===== config.mk =====
export PLATFORM = sky130hd
export DESIGN_NAME = auth_link_ctrl
export DESIGN_NICKNAME = d
export VERILOG_FILES = /design/src/rtl/auth_link_ctrl.sv
export SDC_FILE = /design/constraint.sdc
export NUM_CORES = 1
export LEC_CHECK = 0
export ABC_AREA = 1
export CAP_MARGIN = 0
export CORE_MARGIN = 3
export CORE_UTILIZATION = 58
export CTS_CLUSTER_SIZE = 16
export DETAILED_ROUTE_END_ITERATION = 10
export GPL_ROUTABILITY_DRIVEN = 1
export PLACE_DENSITY = 0.76
export SLEW_MARGIN = 25
export SYNTH_ARGS = -nofsm -noshare
export SYNTH_HDL_FRONTEND = slang
export SYNTH_SLANG_ARGS = --single-unit
export TNS_END_PERCENT = 30

===== constraint.sdc =====
create_clock -name clk -period 2.9 [get_ports clk]
set_input_delay 0.435 -clock clk [delete_from_list [all_inputs] [get_ports clk]]
set_output_delay 0.435 -clock clk [all_outputs]
set_load 0.02 [all_outputs]

===== src/rtl/auth_link_ctrl.sv =====
// auth_link_ctrl: 8N1 UART receiver feeding the rider power-authorisation FSM,
// with glitch-filtered start detection, framing-error rejection and a
// link-loss watchdog that drops authorisation when the Bluetooth link goes quiet.
module auth_link_ctrl #(
    parameter int unsigned BAUD_DIV  = 2604,
    parameter logic [7:0]  GO_CODE   = 8'h67,
    parameter logic [7:0]  STOP_CODE = 8'h73,
    parameter int unsigned LINK_TO   = 1000000
) (
    input  logic       clk,
    input  logic       rst_n,
    input  logic       RX,
    input  logic       rider_off,
    output logic       pwr_up,
    output logic [1:0] state,
    output logic       rx_err,
    output logic       link_lost
);

    localparam int unsigned BW = (BAUD_DIV > 1) ? $clog2(BAUD_DIV) : 1;
    localparam int unsigned WW = (LINK_TO > 0) ? $clog2(LINK_TO + 1) : 1;
    localparam logic [BW-1:0] HALF_LAST = BW'(BAUD_DIV / 2 - 1);
    localparam logic [BW-1:0] FULL_LAST = BW'(BAUD_DIV - 1);
    localparam logic [WW-1:0] WD_LAST   = WW'((LINK_TO > 0) ? LINK_TO - 1 : 0);
    localparam bit            WD_EN     = (LINK_TO > 0);

    typedef enum logic [1:0] {
        RX_IDLE  = 2'b00,
        RX_START = 2'b01,
        RX_DATA  = 2'b10,
        RX_STOP  = 2'b11
    } rx_state_t;

    typedef enum logic [1:0] {
        OFF  = 2'b00,
        PWR1 = 2'b01,
        PWR2 = 2'b10
    } pwr_state_t;

    logic          rx_meta;
    logic          rx_sync;
    logic          rx_prev;
    rx_state_t     rx_st;
    logic [BW-1:0] baud_cnt;
    logic [3:0]    bit_cnt;
    logic [7:0]    shift;
    logic          rx_rdy;

    pwr_state_t    pwr_q;
    pwr_state_t    next_c;
    logic [WW-1:0] wd_cnt;
    logic          is_go_c;
    logic          is_stop_c;
    logic          fire_c;

    assign state = pwr_q;

    // Two-flop synchroniser plus one history flop for falling-edge detection
    always_ff @(posedge clk or negedge rst_n) begin
        if (!rst_n) begin
            rx_meta <= 1'b1;
            rx_sync <= 1'b1;
            rx_prev <= 1'b1;
        end else begin
            rx_meta <= RX;
            rx_sync <= rx_meta;
            rx_prev <= rx_sync;
        end
    end

    // UART receiver: mid-bit sampling, glitch reject in START, stop-bit check
    always_ff @(posedge clk or negedge rst_n) begin
        if (!rst_n) begin
            rx_st    <= RX_IDLE;
            baud_cnt <= '0;
            bit_cnt  <= '0;
            shift    <= '0;
            rx_rdy   <= 1'b0;
            rx_err   <= 1'b0;
        end else begin
            rx_rdy <= 1'b0;
            rx_err <= 1'b0;
            case (rx_st)
                RX_IDLE: begin
                    baud_cnt <= '0;
                    bit_cnt  <= '0;
                    if (rx_prev && !rx_sync) begin
                        rx_st <= RX_START;
                    end
                end
                RX_START: begin
                    if (baud_cnt == HALF_LAST) begin
                        baud_cnt <= '0;
                        rx_st    <= rx_sync ? RX_IDLE : RX_DATA;
                    end else begin
                        baud_cnt <= baud_cnt + BW'(1);
                    end
                end
                RX_DATA: begin
                    if (baud_cnt == FULL_LAST) begin
                        baud_cnt <= '0;
                        shift    <= {rx_sync, shift[7:1]};
                        bit_cnt  <= bit_cnt + 4'd1;
                        if (bit_cnt == 4'd7) begin
                            rx_st <= RX_STOP;
                        end
                    end else begin
                        baud_cnt <= baud_cnt + BW'(1);
                    end
                end
                RX_STOP: begin
                    if (baud_cnt == FULL_LAST) begin
                        baud_cnt <= '0;
                        rx_rdy   <= rx_sync;
                        rx_err   <= !rx_sync;
                        rx_st    <= RX_IDLE;
                    end else begin
                        baud_cnt <= baud_cnt + BW'(1);
                    end
                end
                default: rx_st <= RX_IDLE;
            endcase
        end
    end

    // Command decode, watchdog fire and power next-state selection
    always_comb begin
        is_go_c   = rx_rdy && (shift == GO_CODE);
        is_stop_c = rx_rdy && (shift == STOP_CODE);
        fire_c    = WD_EN && (pwr_q != OFF) && (wd_cnt == WD_LAST) && !rx_rdy;
        next_c    = pwr_q;
        case (pwr_q)
            OFF: begin
                if (is_go_c) begin
                    next_c = PWR1;
                end
            end
            PWR1: begin
                if (is_stop_c || fire_c) begin
                    next_c = rider_off ? OFF : PWR2;
                end
            end
            PWR2: begin
                if (rider_off) begin
                    next_c = OFF;
                end else if (is_go_c) begin
                    next_c = PWR1;
                end
            end
            default: next_c = OFF;
        endcase
    end

    // Power state, registered outputs and link-loss watchdog counter
    always_ff @(posedge clk or negedge rst_n) begin
        if (!rst_n) begin
            pwr_q     <= OFF;
            pwr_up    <= 1'b0;
            link_lost <= 1'b0;
            wd_cnt    <= '0;
        end else begin
            pwr_q     <= next_c;
            pwr_up    <= (next_c != OFF);
            link_lost <= fire_c;
            if ((next_c == OFF) || rx_rdy || fire_c || (next_c != pwr_q) || !WD_EN) begin
                wd_cnt <= '0;
            end else begin
                wd_cnt <= wd_cnt + WW'(1);
            end
        end
    end

endmodule


* Word level (Yosys, flattened, before mapping)
Index checks and enable logic that the tools add are counted.
** Word-level totals
- Register bits :: 55
- Bits of input ports :: 4
- Output and inout port bits :: 5
** Operators by class
- Add/subtract/negate cells :: 3
- Equality and inequality tests :: 17
- Muxes and demuxes :: 22
- Reductions and logical operators :: 21
** Operators with widths (number)
- 12-bit one-hot mux with 3 select lines :: 1
- 12-bit 2-to-1 mux :: 2
- 20-bit by 1-bit adder with 20-bit output (second input constant) :: 1
- 20-bit == test (second input constant) :: 1
- 2-bit 2-to-1 mux :: 10
- 20-bit 2-to-1 mux :: 1
- 8-bit by 7-bit == test with 1-bit output (second input constant) :: 2
- 12-bit by 1-bit adder with 12-bit output (second input constant) :: 1
- 12-bit by 11-bit == test with 1-bit output (second input constant) :: 1
- 12-bit == test (second input constant) :: 1
- 2-bit != test (second input constant) :: 5
- 2-bit one-hot mux with 4 select lines :: 1
- 4-bit one-hot mux with 2 select lines :: 1
- 2-bit == test (second input constant) :: 3
- 2-bit zero test :: 3
- 2-bit one-hot mux with 3 select lines :: 1
- 2-bit nonzero test :: 3
- 1-bit logical AND :: 5
- 5-bit AND reduction :: 1
- 4-bit by 1-bit adder with 4-bit output (second input constant) :: 1
- 2-bit by 1-bit == test with 1-bit output (second input constant) :: 2
- 4-bit by 3-bit == test with 1-bit output (second input constant) :: 1
- 1-bit logical OR :: 4
- 1-bit 2-to-1 mux :: 4
- other kinds (5) :: 7

* Depth between registers and ports, before layout
- Depth in word-level cells :: 11
- Mapped depth :: 13
- Depth with buffers taken out :: 12

* Worst setup path before layout
Ideal clock, no wire load.
- Path type :: register to register
- Start :: register wd_cnt[0]
- End :: register wd_cnt[10]
- Setup time :: 121 ps
- Arrival :: 1432 ps
- Required time :: 2779 ps
- Slack :: 1347 ps
- Cell stages (with the launch flop) :: 14
- Buffers on the path :: 1
- Clock period less this slack :: 1553 ps
- Path through :: dfrtp_1 ha_1 nand2_1 nor2_4 nand2_2 nor2_1 nand3_1 nand3_1 nand2_1 nand2_1 nand2_2 nand2_2 buf_6 nor2_1
** Between the ends
- Longest elaborated chain between the ends :: 11
- Elaborated cells between the ends (all ways) :: 13
** Ends and longest elaborated chain
- from (decl) :: RTL line 51 : logic [WW-1:0] wd_cnt;
- from (signal assigned) :: RTL line 168 : wd_cnt <= wd_cnt + WW'(1);
- 20-bit == test :: RTL line 130 : fire_c = WD_EN && (pwr_q != OFF) && (wd_cnt == WD_LAST) && !rx_rdy;
- 1-bit logical AND (2 in a row) :: RTL line 130
- 1-bit logical OR :: RTL line 139 : if (is_stop_c || fire_c) begin
- 2-bit 2-to-1 mux :: RTL line 139
- 2-bit one-hot mux with 3 select lines :: RTL line 132 : case (pwr_q)
- 2-bit zero test :: RTL line 165 : if ((next_c == OFF) || rx_rdy || fire_c || (next_c != pwr_q) || !WD_EN) begin
- 1-bit logical OR (3 in a row) :: RTL line 165
- 20-bit 2-to-1 mux * :: RTL line 165
Every way passes the cells marked *; elsewhere a longest branch is shown, timed or not.
A chain may end at the register's enable or synchronous reset.

* Final worst setup path
- Start :: register wd_cnt[0]
- End :: register wd_cnt[4]
Same word-level chain as after synthesis.

==> out/metrics.csv <==
stage,metric,value,unit
synth,main combinational cell family by area after synthesis,simple AND/OR/NAND/NOR gates,
synth,syn avg cell area,8.489,µm²
clocking,CTS Buf Count,5,
setup_path,reg2reg end,wd_cnt[4],
setup_path,Crit path arrival time,2090,ps
clocking,Skew-Pair Late Insertion Delay,310,ps
synth,Mapped Cells,321,
synth,top post-synthesis cells by area,"dfrtp_1, nand2_1, nor2_1, xor2_1, inv_1",
setup_path,WP data required,3090,ps
synth,YS warnings,0,
run,Max-cap violations,0,
finish,Final nets,342,
sta,Least-Margin Pin Slew,525.7,ps
synth,post-synthesis sequential area ratio,0.5064,
synth,mux share of post-synthesis cell area,0,
drt,Routed Antenna Nets,0,
drt,WL/cell,12.27,µm
sta,"Period Utilization, post-route",0.6562,
setup_path,reg2reg path depth,12,
clocking,PostCTS Resize Cnt,0,
power_and_ir_drop,PD cells,508.7,nW/µm²
drt,vias per cell,5.359,
drt,met2 WL,2196,µm
sta,clk_skew,5.392,ps
global_routing,GRT overflow,0,
setup_path,r2r setup slk,1000,ps
global_routing,Total GRT Usage,0.1936,
finish,Area Overhead vs Synth,8.310,%
min_path,Hold Path Class,primary input to async pin,
clocking,CTS tree,yes,
sta,final max-slew violation count,0,
synth,async set or reset register ratio after synthesis,1.000,
placement,post-DP HPWL,3518,µm
floorplanning,Die Y,74.55,µm
sta,Final Hold Viols,0,
floorplanning,Core ar.,4444,µm²
synth,Synth Net Count,329,
synth,commonest cells in the netlist,"nand2_1, nor2_1, dfrtp_1",
finish,final core utilization,0.6641,
status,outcome,finished clean,
finish,FILL cells,385,
floorplanning,initial core utilization,0.6132,
synth,Synth Area in Adders,0.01837,
drt,Highest Signal Layer,met4,
clocking,clock-pin slew on the worst setup and hold paths,90,ps
clocking,postcts setup bufs,0,
synth,top-area cell type share of the netlist area,0.4775,
drt,DRC errors left,0,
setup_path,Worst Setup Path Type,flop to flop,
synth,XOR/XNOR share of the synthesized area,0.07071,
global_routing,vias in the first global route,1927,
placement,Port Buffer Count,8,
sta,Final min period,1903,ps
synth,Simple-Gate Fraction of Synth Area,0.2984,
global_routing,first-pass GRT wire length,8362,µm
clocking,clock sinks,55,
placement,routability congestion estimate,0.8313,
drt,met3 WL post-DR,178,µm
global_routing,antenna violations before repair,0,
setup_path,Worst R2R Start,wd_cnt[0],
clocking,CTS H-Tree Depth,2,
clocking,Clk Tree Root Cell,clkbuf_8,
drt,WL met1,2314,µm
synth,Synth Register Bits,55,
synth,Post-synth EDFFs,0,
synth,Synth area leader,dfrtp_1,
global_routing,pin count of the biggest net entering global routing,23,
synth,Yosys cell types,30,
drt,drt initial violations,108,
synth,Synth Area in Compound Gates,0.04454,
power_and_ir_drop,LEAKAGE,1.303,nW
sta,Final TNS setup,0,ps
setup_path,CP startpoint kind,flop,
clocking,clk buf depth,2,
finish,ANT cells,0,
power_and_ir_drop,worst ir drop on vdd,0.2555,mV
floorplanning,Die Area,5557,µm²
floorplanning,num rows,24,
drt,vias,2074,
floorplanning,boundary pin count,9,
sta,final setup violation count,0,
sta,Max Freq,525.5,MHz
drt,Routed WL,4747,µm
sta,Max-slew headroom,0.6451,
synth,Post-Syn Area,2725,µm²
setup_path,peak fanout along the critical path,20,
synth,"Primary FF master, synth",dfrtp_1,
clocking,hold buffers post-CTS,0,
setup_path,Worst setup EP type,flop,
floorplanning,die width,74.55,µm
sta,RSZ-0062 raised after global routing,no,
finish,share of layout cells above drive strength 1,0.08060,
drt,DR pass1 iterations,4,
synth,most common cell in the netlist,nand2_1,
[registers in the layout, indices dropped and copies added (netlist names), named ones only]
signal	cells
rx_st	1
link_lost	1
baud_cnt	12
rx_sync	1
pwr_up	1
shift	8
rx_meta	1
rx_err	1
rx_rdy	1
state	2
wd_cnt	20
rx_prev	1
bit_cnt	4
[layer usage]
layer,vias up,global-route usage
met4,0,0.05534
met1,974,0.2620
met5,-,0
met2,28,0.3102
li1,1066,-
met3,6,0.04865
[area by class of cell]
type,instances,area [µm²],area share
Timing Repair Buffer,10,90.09,0.03052
Sequential cell,55,1380,0.4676
Multi-Input combinational cell,226,1177,0.3989
Clock buffer,7,96.34,0.03264
Tap cell,52,65.06,0.02204
Inverter,36,135.1,0.04578
Clock inverter,1,7.507,0.002543
[per-stage QoR]
stage               setup slack [ps]  power (mW)  instance area (µm²)  hold slack (ps)  instances
floorplan                       1347      0.9926                 2725            139.4        321
global placement               991.6       1.052                 2848            351.9        379
detailed placement             938.7       1.056                 2848            349.6        379
CTS                            965.2       1.522                 2952            63.86        387
global route                   690.2       1.590                 2952            74.49        387
finish                         997.0       1.502                 2952            61.61        387
[worst max-delay path, stage by stage, from the launching register on]
cell     delay (ps)
dfrtp_1         390
ha_1            190
nand2_1          90
nor2_4          140
nand2_2          90
nor2_1           90
nand3_1         110
nand3_1          90
nand2_1          50
nand2_1          80
nand2_2          60
nand2_2         290
nor2_1           80
[report_power, final]
group	internal, mW	total (mW)	switching (mW)
logic	0.0544	0.200	0.146
registers	0.803	0.835	0.0320
clock network	0.218	0.467	0.249
total	1.08	1.50	0.426
[worst max path at each step]
stage / startpoint / endpoint / cells after the start
final: wd_cnt[0] / wd_cnt[4] / 12
after floorplan: wd_cnt[0] / wd_cnt[10] / 13
after global routing: baud_cnt[0] / rx_st[0] / 9
after detailed placement: rider_off / wd_cnt[4] / 9
after global placement: rider_off / wd_cnt[18] / 9
after CTS: wd_cnt[0] / wd_cnt[4] / 12
[logic make-up (layout without fill, tap and decap cells)]
kind of cell / count (synthesis) / in the layout
AND/OR/NAND/NOR: 178 / 178
XOR/XNOR: 22 / 22
buffers and inverters: 40 / 54
AO/OA/AOI/OAI: 22 / 22
adder cells (fa/ha/maj): 4 / 4
flip-flops: 55 / 55
[cell usage in the layout, fill, tap and decap left out, types with 2 or more instances in the layout]
| cell type | synthesis | final |
|---|---|---|
| buf_4 | 0 | 2 |
| nor3_1 | 10 | 10 |
| a21oi_1 | 4 | 4 |
| dfstp_2 | 3 | 3 |
| ha_1 | 4 | 4 |
| nor4_1 | 4 | 4 |
| nand4_1 | 11 | 11 |
| clkdlybuf4s50_1 | 0 | 7 |
| nor2_2 | 2 | 2 |
| clkbuf_8 | 0 | 7 |
| nand2_1 | 61 | 61 |
| xnor2_1 | 5 | 5 |
| nor2_1 | 57 | 57 |
| inv_1 | 35 | 35 |
| nand2_2 | 4 | 4 |
| o21ai_1 | 3 | 3 |
| nand3_1 | 22 | 22 |
| dfrtp_1 | 52 | 52 |
| o21ai_0 | 12 | 12 |
| xor2_1 | 17 | 17 |
(Power assumes the default switching activity.)
